--- src/rtl/cam_capture.sv ---
// Camera capture front end: pairs RGB444 byte pairs from a DVP-style sensor into
// 12-bit pixels and writes one frame at a time, in raster order, to a frame buffer.
module cam_capture #(
  parameter int H_PIXELS = 640,
  parameter int V_LINES  = 480,
  parameter int ADDR_W   = 19
) (
  input  logic              pclk,
  input  logic              rst_n,
  input  logic              capture_en,
  input  logic              cam_vsync,
  input  logic              cam_href,
  input  logic [7:0]        cam_data,
  output logic [ADDR_W-1:0] frame_addr,
  output logic [11:0]       frame_pixel,
  output logic              frame_we,
  output logic              frame_done,
  output logic              overflow,
  output logic [1:0]        dbg_state
);

  typedef enum logic [1:0] {
    S_IDLE     = 2'd0,
    S_WAIT_SOF = 2'd1,
    S_CAPTURE  = 2'd2
  } state_t;

  // One extra pointer bit so the "frame full" value is representable even
  // when 2^ADDR_W equals the frame size exactly.
  localparam int PTR_W = ADDR_W + 1;
  localparam logic [PTR_W-1:0] PIX_TOTAL = PTR_W'(H_PIXELS * V_LINES);

  state_t            state_q, state_d;
  logic              vsync_q, vsync_d;
  logic [PTR_W-1:0]  ptr_q, ptr_d;
  logic              phase_q, phase_d;
  logic [3:0]        r_q, r_d;
  logic [ADDR_W-1:0] frame_addr_q, frame_addr_d;
  logic [11:0]       frame_pixel_q, frame_pixel_d;
  logic              frame_we_q, frame_we_d;
  logic              frame_done_q, frame_done_d;
  logic              overflow_q, overflow_d;

  logic vs_fall;
  logic vs_rise;

  assign vs_fall = vsync_q & ~cam_vsync;
  assign vs_rise = ~vsync_q & cam_vsync;

  always_comb begin
    state_d       = state_q;
    vsync_d       = cam_vsync;
    ptr_d         = ptr_q;
    phase_d       = phase_q;
    r_d           = r_q;
    frame_addr_d  = frame_addr_q;
    frame_pixel_d = frame_pixel_q;
    frame_we_d    = 1'b0;
    frame_done_d  = 1'b0;
    overflow_d    = overflow_q;

    unique case (state_q)
      S_IDLE: begin
        if (capture_en) state_d = S_WAIT_SOF;
      end
      S_WAIT_SOF: begin
        // Only a fresh start-of-frame begins capture, never a frame in progress.
        if (vs_fall) begin
          state_d    = S_CAPTURE;
          ptr_d      = '0;
          phase_d    = 1'b0;
          overflow_d = 1'b0;
        end
      end
      S_CAPTURE: begin
        if (vs_rise) begin
          // End of frame takes priority over any byte sampled in the same cycle.
          frame_done_d = 1'b1;
          phase_d      = 1'b0;
          state_d      = capture_en ? S_WAIT_SOF : S_IDLE;
        end else if (cam_href) begin
          if (!phase_q) begin
            r_d     = cam_data[3:0];
            phase_d = 1'b1;
          end else begin
            phase_d = 1'b0;
            if (ptr_q == PIX_TOTAL) begin
              overflow_d = 1'b1;
            end else begin
              frame_we_d    = 1'b1;
              frame_addr_d  = ptr_q[ADDR_W-1:0];
              frame_pixel_d = {r_q, cam_data};
              ptr_d         = ptr_q + PTR_W'(1);
            end
          end
        end else begin
          phase_d = 1'b0;
        end
      end
      default: state_d = S_IDLE;
    endcase
  end

  always_ff @(posedge pclk or negedge rst_n) begin
    if (!rst_n) begin
      state_q       <= S_IDLE;
      vsync_q       <= 1'b0;
      ptr_q         <= '0;
      phase_q       <= 1'b0;
      r_q           <= '0;
      frame_addr_q  <= '0;
      frame_pixel_q <= '0;
      frame_we_q    <= 1'b0;
      frame_done_q  <= 1'b0;
      overflow_q    <= 1'b0;
    end else begin
      state_q       <= state_d;
      vsync_q       <= vsync_d;
      ptr_q         <= ptr_d;
      phase_q       <= phase_d;
      r_q           <= r_d;
      frame_addr_q  <= frame_addr_d;
      frame_pixel_q <= frame_pixel_d;
      frame_we_q    <= frame_we_d;
      frame_done_q  <= frame_done_d;
      overflow_q    <= overflow_d;
    end
  end

  // Write port: frame_we is a single-cycle strobe with no back-pressure; the
  // buffer must accept every write, and frame_addr/frame_pixel mean something
  // only in a cycle where frame_we is high.
  assign frame_addr  = frame_addr_q;
  assign frame_pixel = frame_pixel_q;
  assign frame_we    = frame_we_q;
  assign frame_done  = frame_done_q;
  assign overflow    = overflow_q;
  assign dbg_state   = state_q;

endmodule

--- config.mk ---
export PLATFORM = sky130hd
export DESIGN_NAME = cam_capture
export DESIGN_NICKNAME = d
export VERILOG_FILES = /design/src/rtl/cam_capture.sv
export SDC_FILE = /design/constraint.sdc
export NUM_CORES = 1
export LEC_CHECK = 0
export BUFFER_PORTS_ARGS = -buffer_cell sky130_fd_sc_hd__buf_2
export CAP_MARGIN = 0
export CORE_MARGIN = 10
export CORE_UTILIZATION = 30
export CTS_BUF_LIST = sky130_fd_sc_hd__clkbuf_4 sky130_fd_sc_hd__clkbuf_8
export DETAILED_ROUTE_END_ITERATION = 12
export PLACE_DENSITY_LB_ADDON = 0.15
export SLEW_MARGIN = 25
export SYNTH_ARGS = -nofsm -noshare
export SYNTH_HDL_FRONTEND = slang
export SYNTH_SLANG_ARGS = --single-unit
--- constraint.sdc ---
create_clock -name pclk -period 2.6 [get_ports pclk]
set_input_delay 0.39 -clock pclk [delete_from_list [all_inputs] [get_ports pclk]]
set_output_delay 0.39 -clock pclk [all_outputs]
set_load 0.01 [all_outputs]
==> run_results.csv, run 1 <==
group,metric,value,unit
critical_path,cp-start-kind,"register",
synth,synthFlopType,"dfrtp_1",
critical_path,crit_path_cell_trace,"inv_1 -> ha_1 -> nor3b_1 -> and3_1 -> a21oi_4 -> buf_12 -> mux2_2",
critical_path,slowest_delay,0.44,ns
floorplan,core_area,8810,um2
drt,route.detailed.drc,0,
synth,synth_enable_flop_cells,0,
min_path,hold_path_class,"in -> async",
critical_path,cp.required,2.82,ns
sta,tns,0,ns
floorplan,die_h,116,um
global_routing,gr-total-overflow,0,
synth,synthTopCellsByArea,"dfrtp_1, mux2_2, a31oi_1",
power,seqPwrFrac,0.446,
sta,fin_ws,0.530,ns
placement,gp_congestion,0.763,
synth,async_flop_share,1.00,
layout,nets,307,
cts,cts_tree,"yes",
floorplan,die-area,13400,um2
cts,ctsResizeCount,0,
flow_run,drv_cap,0,
global_routing,grt_usage,0.0976,
layout,fillerInstances,856,
drt,routed_via_density,4.98,
drt,wl_per_cell,15.1,um
synth,syn_nets,251,
global_routing,grt_max_degree,63,
power,peakVddDrop,0.317,mV
critical_path,slowest_stage,"dfrtp_1",
drt,drtIter0Drc,134,
synth,seq_area_frac_synth,0.564,
critical_path,r2r_cells,7,
floorplan,ios,49,
cts,clkTransAtPathRegs,0.07,ns
synth,yosysMostFrequentCell,"dfrtp_1",
global_routing,grt_pass1_vias,1967,
cts,htree_levels,3,
cts,cts_inserted_buffers,9,
placement,place_ws,0.559,ns
power,leakagePower,0.00168,uW
synth,synth_area_leader_cell,"dfrtp_1",
synth,ys_types,34,
power,intPower,1990,uW
global_routing,grt_antenna_before_repair,0,
cts,worstSkewPairLatency,0.34,ns
drt,ant_nets,0,
sta,worst_pin_slew,0.632,ns
drt,drt-total-wl,6140,um
cts,cts_setup_buffers,0,
placement,port_buffers,48,
critical_path,cp.arrival,2.29,ns
synth,syn_area,2750,um2
synth,yosysWarnings,0,
sta,period_share,0.796,
critical_path,rrSetupSlack,0.53,ns
synth,synth_top_area_share,0.564,
cts,clockBufferDepth,2,
sta,slew_headroom,0.575,
drt,vias,2017,
power,p_switching,731,uW
sta,max_freq,483,MHz
critical_path,worstSetupPathType,"reg -> reg",
floorplan,initial_utilization,0.312,
synth,synth_common_cells,"dfrtp_1, mux2_2, nand2_1, a21oi_1, nand3_1",
sta,hold_violations,0,
synth,synth_area_per_cell,11.6,um2
sta,fin_skew,0.00607,ns
placement,place_hpwl,4190,um
power,swShare,0.268,
synth,syn_inst,236,
sta,hold_ws,0.0516,ns
layout,drive_gt1_frac,0.370,
cts,hold_buffers,0,
synth,synth-seq-cells,62,
global_routing,grt_pass1_wl,10400,um
floorplan,die_w,116,um
sta,setup_violations,0,
critical_path,reg2reg_from,"ptr_q[0]$_DFFE_PN0P_",
run_status,status,"complete, no violations",
sta,drv_slew,0,
drt,dr.pass1.iters,4,
sta,post-route-min-period,2.07,ns
floorplan,std_cell_rows,34,
critical_path,crit_path_end_kind,"register",
power,p_clk_frac,0.380,
critical_path,path_max_fanout,40,
power,p_per_area,799,nW/um2
cts,cts-root-buf,"clkbuf_8",
sta,rsz0062_at_grt,"false",
cts,cts.sinks,62,
critical_path,rr_endpoint,"frame_addr[1]$_DFFE_PN0P_",
layout,area_growth,24.0,%
power,p_comb_frac,0.174,
layout,diodes,0,
sequential cells by signal, summed over array words and instances (netlist names), 2 cells and up:
| name | flops |
|---|---|
| r_q | 4 |
| frame_addr | 19 |
| frame_pixel | 12 |
| dbg_state | 2 |
| ptr_q | 20 |
worst max-delay path by stage:
stage                               startpoint                         end  slack, ns  cells after the start
final                     ptr_q[0]$_DFFE_PN0P_   frame_addr[1]$_DFFE_PN0P_       0.53                      7
after floorplan           ptr_q[0]$_DFFE_PN0P_  frame_pixel[2]$_DFFE_PN0P_       0.71                      7
after detailed placement  ptr_q[3]$_DFFE_PN0P_       ptr_q[19]$_DFFE_PN0P_       0.56                      6
after CTS                 ptr_q[0]$_DFFE_PN0P_   frame_addr[0]$_DFFE_PN0P_       0.54                      7
after global routing      ptr_q[0]$_DFFE_PN0P_       ptr_q[12]$_DFFE_PN0P_       0.41                      6
after global placement    ptr_q[3]$_DFFE_PN0P_       ptr_q[13]$_DFFE_PN0P_       0.56                      6
cell families (layout without fill, tap and decap cells):
family / count (synthesis) / count (layout) / synth area share
flip-flops: 62 / 62 / 0.564
multiplexers: 36 / 36 / 0.147
AND/OR/NAND/NOR: 74 / 74 / 0.143
AO/OA/AOI/OAI: 47 / 47 / 0.110
adder cells (fa/ha/maj): 2 / 2 / 0.00910
buffers and inverters: 15 / 76 / 0.0264
cell usage in the layout (no fill, tap or decap), types with 3 or more instances in the layout:
| master | n |
|---|---|
| nand2_1 | 17 |
| buf_2 | 48 |
| bufinv_16 | 3 |
| inv_1 | 6 |
| a21oi_1 | 15 |
| buf_12 | 3 |
| mux2_2 | 35 |
| nand3_1 | 14 |
| nor2_1 | 12 |
| a41oi_1 | 5 |
| a221o_1 | 4 |
| o21ai_0 | 7 |
| a31oi_1 | 13 |
| dfrtp_1 | 62 |
| and3_1 | 9 |
| clkbuf_8 | 9 |
| nand4_1 | 3 |
| nand2b_1 | 5 |
| buf_4 | 3 |
cell type report:
cell class | instances | area (um2) | area share
Inverter | 6 | 22.5 | 0.00661
Multi-Input combinational cell | 159 | 1130 | 0.332
Tap cell | 108 | 135 | 0.0396
Clock inverter | 7 | 121 | 0.0356
Sequential cell | 62 | 1550 | 0.455
Timing Repair Buffer | 54 | 323 | 0.0947
Clock buffer | 9 | 124 | 0.0363
per-layer routing:
metal  share of wire  wire length (um)  vias up  track usage
met4           0.016                96        0       0.0500
met1            0.47              2870      979        0.126
met5               0                 0        -            0
li1                -                 -      993            -
met3           0.042               258        7       0.0326
met2            0.47              2910       38        0.143
power groups by stage:
stage          clock network [uW]  logic (uW)  registers (uW)
2_1_floorplan                   0         227            1270
3_3_place_gp                    0         480            1230
3_5_place_dp                    0         487            1240
4_1_cts                      1080         490            1220
5_1_grt                      1140         529            1240
6_report                     1040         474            1210
through the flow:
stage	util	cells	power, uW	instance area (um2)
after floorplan	-	236	1500	2750
after global placement	0.359	389	1710	3160
after detailed placement	0.359	389	1720	3160
after CTS	0.387	405	2780	3410
after global routing	0.387	405	2910	3410
final	0.387	405	2720	3410
worst max-delay path: cells and delay by family (launching register included):
family                   cells  cell delay [ns]
flip-flops                   1             0.44
AND/OR/NAND/NOR              2             0.39
multiplexers                 1             0.36
buffers and inverters        2             0.32
AO/OA/AOI/OAI                1             0.24
adder cells (fa/ha/maj)      1             0.19
Note: power is estimated with default switching activity, not from simulation.
==> inputs of run 2 (changes only) <==
==> constraint.sdc (replaced) <==
create_clock -name pclk -period 2.2 [get_ports pclk]
set_input_delay 0.33 -clock pclk [delete_from_list [all_inputs] [get_ports pclk]]
set_output_delay 0.33 -clock pclk [all_outputs]
set_load 0.01 [all_outputs]
==> run 2 against run 1 <==
  * Total power grew 18%
  * Setup slack got worse by 0.32 ns
  * Worst hold slack gained 0.10 ns
  * Register-to-register slack worse by 0.32 ns
  * Largest cell class unchanged
  * Largest power group unchanged
  * Highest routed layer unchanged
==> run_results.csv, run 2 (synthesis results as in run 1) <==
group,metric,value,unit
placement,place_hpwl,4560,um
cts,cts_setup_buffers,0,
min_path,hp-start,"cam_vsync",
critical_path,cp-startpoint,"ptr_q[0]$_DFFE_PN0P_",
floorplan,die_h,116,um
critical_path,cp-start-kind,"register",
drt,vias,2072,
critical_path,crit_path_end_kind,"register",
layout,final_common_cell,"dfrtp_1",
layout,final_area,3480,um2
placement,place_ws,0.212,ns
layout,nets,317,
min_path,hold_path_class,"in -> reg",
floorplan,std_cell_rows,34,
sta,drv_slew,0,
drt,dr.pass1.iters,4,
power,peakVddDrop,0.502,mV
critical_path,rrSetupSlack,0.21,ns
critical_path,worstSetupPathType,"reg -> reg",
floorplan,ios,49,
global_routing,grt_pass1_wl,10900,um
floorplan,core_area,8810,um2
sta,fin_ws,0.214,ns
sta,slew_headroom,0.643,
floorplan,die_w,116,um
critical_path,path_max_fanout,35,
power,power,3210,uW
placement,gp_congestion,0.751,
layout,layout_common_cells,"dfrtp_1, buf_2, mux2_2, nand2_1, a21oi_1",
sta,setup_violations,0,
drt,drtIter0Drc,91,
cts,worstSkewPairLatency,0.33,ns
sta,period_share,0.903,
sta,rsz0062_at_grt,"false",
cts,cts-root-buf,"clkbuf_8",
global_routing,gr-total-overflow,0,
placement,port_buffers,48,
layout,largest_reg_flops,20,
critical_path,cp.arrival,2.21,ns
power,leakagePower,0.00173,uW
cts,htree_levels,3,
critical_path,cp.required,2.42,ns
global_routing,grt_antenna_before_repair,0,
sta,worst_pin_slew,0.533,ns
layout,drive_gt1_frac,0.388,
cts,cts_inserted_buffers,9,
cts,cts.sinks,62,
global_routing,grt_max_degree,36,
sta,max_freq,503,MHz
layout,diodes,0,
layout,regMostFlops,"ptr_q",
drt,routed_via_density,4.99,
global_routing,grt_pass1_vias,2115,
power,p_per_area,923,nW/um2
drt,ant_nets,0,
flow_run,drv_cap,0,
placement,place_area,3230,um2
sta,post-route-min-period,1.99,ns
global_routing,grt_usage,0.103,
drt,drt-total-wl,6480,um
sta,tns,0,ns
cts,ctsResizeCount,0,
floorplan,die-area,13400,um2
sta,hold_violations,0,
floorplan,initial_utilization,0.312,
cts,cts_tree,"yes",
layout,area_growth,26.5,%
drt,route.detailed.drc,0,
cts,clockBufferDepth,2,
sta,fin_skew,0.00692,ns
critical_path,reg2reg_from,"ptr_q[0]$_DFFE_PN0P_",
drt,wl_per_cell,15.6,um
run_status,status,"complete, no violations",
cts,clkTransAtPathRegs,0.07,ns
[run 2: changes by cell type in the layout (fill, tap and decap cells not counted), sizes merged]
cell	before	now
buf	54	63
clkinvlp	0	1
dlygate4sd3	0	1
inv	7	6
[run 2: routing by layer]
layer  share of wire  global-route usage  up-vias
met2            0.48               0.155       35
met1            0.47               0.132     1025
met4           0.015              0.0450        0
li1                -                   -     1008
met3           0.036              0.0341        4
met5               0                   0        -
[run 2: path summary, 6_finish.rpt]
kind | end | depth (start not counted)
worst min register to register | frame_addr[10]$_DFFE_PN0P_ | 1
min in group asynchronous | frame_addr[2]$_DFFE_PN0P_ | 2
max in group asynchronous | ptr_q[9]$_DFFE_PN0P_ | 3
worst max-delay path | frame_addr[4]$_DFFE_PN0P_ | 7
worst max register to register | frame_addr[4]$_DFFE_PN0P_ | 7
worst min-delay path | vsync_q$_DFF_PN0_ | 1
[run 2: critical path, stage by stage, from the launching register on]
cell and delay (ns):
dfrtp_1 0.44, inv_1 0.07, ha_1 0.18, nor3b_1 0.13, and3_1 0.25, a21oi_4 0.21
buf_12 0.23, mux2_2 0.35
[run 2: cell type report]
cell class	count	area, um2
Multi-Input combinational cell	159	1130
Clock inverter	7	113
Tap cell	108	135
Fill cell	877	5330
Clock buffer	9	124
Sequential cell	62	1550
Timing Repair Buffer	64	400
Inverter	6	22.5
[run 2: per-stage QoR]
| stage | instances | hold WS (ns) | util |
|---|---|---|---|
| after CTS | 415 | 0.130 | 0.395 |
| final | 415 | 0.152 | 0.395 |
| after floorplan | 236 | 0.0344 | - |
| after global routing | 415 | 0.138 | 0.395 |
| after global placement | 398 | 0.335 | 0.367 |
| after detailed placement | 398 | 0.335 | 0.367 |
[run 2: what timing repair did]
item	4_1_cts	5_1_grt
setup endpoints to repair	0	0
hold buffers	1	0
endpoints found under the hold margin	18	0
[run 2: where the power goes]
part	total, uW	leakage [uW]	switching (uW)	internal (uW)
logic	565	0.000761	285	280
clock network	1210	0.000119	460	746
registers	1440	0.000849	117	1320
total	3210	0.00173	862	2350
==> inputs of run 3 (changes only) <==
--- a/config.mk
+++ b/config.mk
@@ -7,7 +7,6 @@
 export LEC_CHECK = 0
 export BUFFER_PORTS_ARGS = -buffer_cell sky130_fd_sc_hd__buf_2
 export CAP_MARGIN = 0
-export CORE_MARGIN = 10
 export CORE_UTILIZATION = 30
 export CTS_BUF_LIST = sky130_fd_sc_hd__clkbuf_4 sky130_fd_sc_hd__clkbuf_8
 export DETAILED_ROUTE_END_ITERATION = 12
@@ -16,3 +15,4 @@
 export SYNTH_ARGS = -nofsm -noshare
 export SYNTH_HDL_FRONTEND = slang
 export SYNTH_SLANG_ARGS = --single-unit
+export TNS_END_PERCENT = 100
==> run 3 against run 2 <==
  * Core utilization is 0.40 points higher
  * Via count is 1.1% higher
  * Non-clock buffer count rose by 3
  * Critical endpoint is now frame_addr[12]$_DFFE_PN0P_
  * Clock-buffer cell count rose by 1
  * Largest power group unchanged
  * Combinational power decreased by 2%
  * Setup slack got worse by 0.0090 ns
  * Flip-flop and latch count is the same
  * First-iteration DRC count is 4.4% lower
  * Worst hold slack got worse by 0.023 ns
==> run_results.csv, run 3 (synthesis results as in run 1) <==
group,metric,value,unit
global_routing,grt_pass1_wl,9940,um
sta,drv_slew,0,
placement,gp_congestion,0.714,
drt,vias,2095,
layout,largest_reg_flops,20,
cts,cts_tree,"yes",
layout,diodes,0,
placement,dp.cells,401,
floorplan,core_area,8810,um2
run_status,status,"complete, no violations",
sta,post-route-min-period,2.00,ns
floorplan,std_cell_rows,34,
critical_path,cp-start-kind,"register",
layout,final_common_cell,"dfrtp_1",
drt,dr.pass1.iters,4,
floorplan,die_w,97.7,um
cts,clockBufferDepth,2,
power,p_per_area,918,nW/um2
floorplan,die_h,97.7,um
drt,route.detailed.drc,0,
sta,slew_headroom,0.611,
layout,drive_gt1_frac,0.400,
cts,clkTransAtPathRegs,0.07,ns
critical_path,worstSetupPathType,"reg -> reg",
floorplan,ios,49,
cts,cts-root-buf,"clkbuf_8",
critical_path,rrSetupSlack,0.20,ns
global_routing,grt_max_degree,40,
layout,layout_common_cells,"dfrtp_1, buf_2, mux2_2, nand2_1",
sta,fin_skew,0.00874,ns
global_routing,gr-total-overflow,0,
flow_run,drv_cap,0,
sta,max_freq,501,MHz
min_path,hold_path_class,"in -> reg",
power,peakVddDrop,0.355,mV
drt,routed_via_density,5.01,
sta,worst_pin_slew,0.584,ns
critical_path,cp.arrival,2.22,ns
cts,cts_setup_buffers,0,
critical_path,crit_path_end_kind,"register",
layout,nets,320,
layout,final_area,3510,um2
sta,rsz0062_at_grt,"false",
global_routing,grt_pass1_vias,1974,
cts,htree_levels,3,
drt,drt-total-wl,5880,um
layout,area_growth,27.8,%
placement,place_hpwl,4080,um
cts,cts.sinks,62,
layout,final_util,0.399,
global_routing,grt_usage,0.133,
sta,setup_violations,0,
layout,final_cells,418,
floorplan,die-area,9550,um2
cts,worstSkewPairLatency,0.34,ns
floorplan,initial_utilization,0.312,
placement,port_buffers,48,
cts,cts_inserted_buffers,9,
global_routing,grt_antenna_before_repair,0,
critical_path,cp.required,2.42,ns
critical_path,path_max_fanout,15,
drt,ant_nets,0,
power,leakagePower,0.00175,uW
sta,tns,0,ns
drt,wl_per_cell,14.1,um
placement,place_area,3250,um2
sta,hold_violations,0,
sta,period_share,0.907,
drt,drtIter0Drc,87,
layout,regMostFlops,"ptr_q",
run 3: per-stage QoR:
stage | hold WS, ns | power [uW] | setup WS [ns]
global route | 0.128 | 3400 | 0.0551
detailed placement | 0.370 | 2020 | 0.132
floorplan | 0.0344 | 1770 | 0.308
CTS | 0.108 | 3280 | 0.130
finish | 0.130 | 3220 | 0.205
global placement | 0.364 | 2010 | 0.193
run 3: final cells by class:
class / count / area, um2
inverters: 6 / 22.5
clock inverters: 6 / 109
repair buffers: 67 / 423
fillers: 838 / 5290
clock buffers: 10 / 138
well taps: 108 / 135
multi-input cells: 159 / 1130
flip-flops and latches: 62 / 1550
run 3: critical path: stages (launching register included):
cell     delay (ns)
dfrtp_2        0.42
inv_1          0.06
ha_1           0.18
nor3b_1        0.13
and3_2         0.26
a21oi_4        0.23
buf_4          0.25
mux2_2         0.35
run 3: repair_timing:
| item | CTS | global route |
|---|---|---|
| setup endpoints to repair | 0 | 23 |
| hold buffers | 1 | 0 |
| endpoints found under the hold margin | 5 | 0 |
| resized for setup | 0 | 2 |
run 3: final timing paths:
kind	from	endpoint	cells past startpoint
max	ptr_q[0]$_DFFE_PN0P_	frame_addr[12]$_DFFE_PN0P_	7
min	cam_vsync	vsync_q$_DFF_PN0_	1
min reg2reg	overflow$_DFFE_PN0P_	overflow$_DFFE_PN0P_	2
max in group asynchronous	rst_n	phase_q$_DFFE_PN0P_	3
max reg2reg	ptr_q[0]$_DFFE_PN0P_	frame_addr[12]$_DFFE_PN0P_	7
min in group asynchronous	rst_n	frame_we$_DFF_PN0_	2
run 3: metal layers:
| layer | vias to the layer above | share of wire | global-route usage | wire length, um |
|---|---|---|---|---|
| met5 | - | 0 | 0 | 0 |
| met3 | 8 | 0.028 | 0.0252 | 164 |
| li1 | 1015 | - | - | - |
| met4 | 0 | 0.018 | 0.0734 | 104 |
| met1 | 1039 | 0.50 | 0.180 | 2920 |
| met2 | 33 | 0.46 | 0.201 | 2690 |
run 3: report_power, final:
part	switching [uW]	total [uW]	internal [uW]
clock network	450	1230	781
registers	117	1440	1320
logic	273	553	280
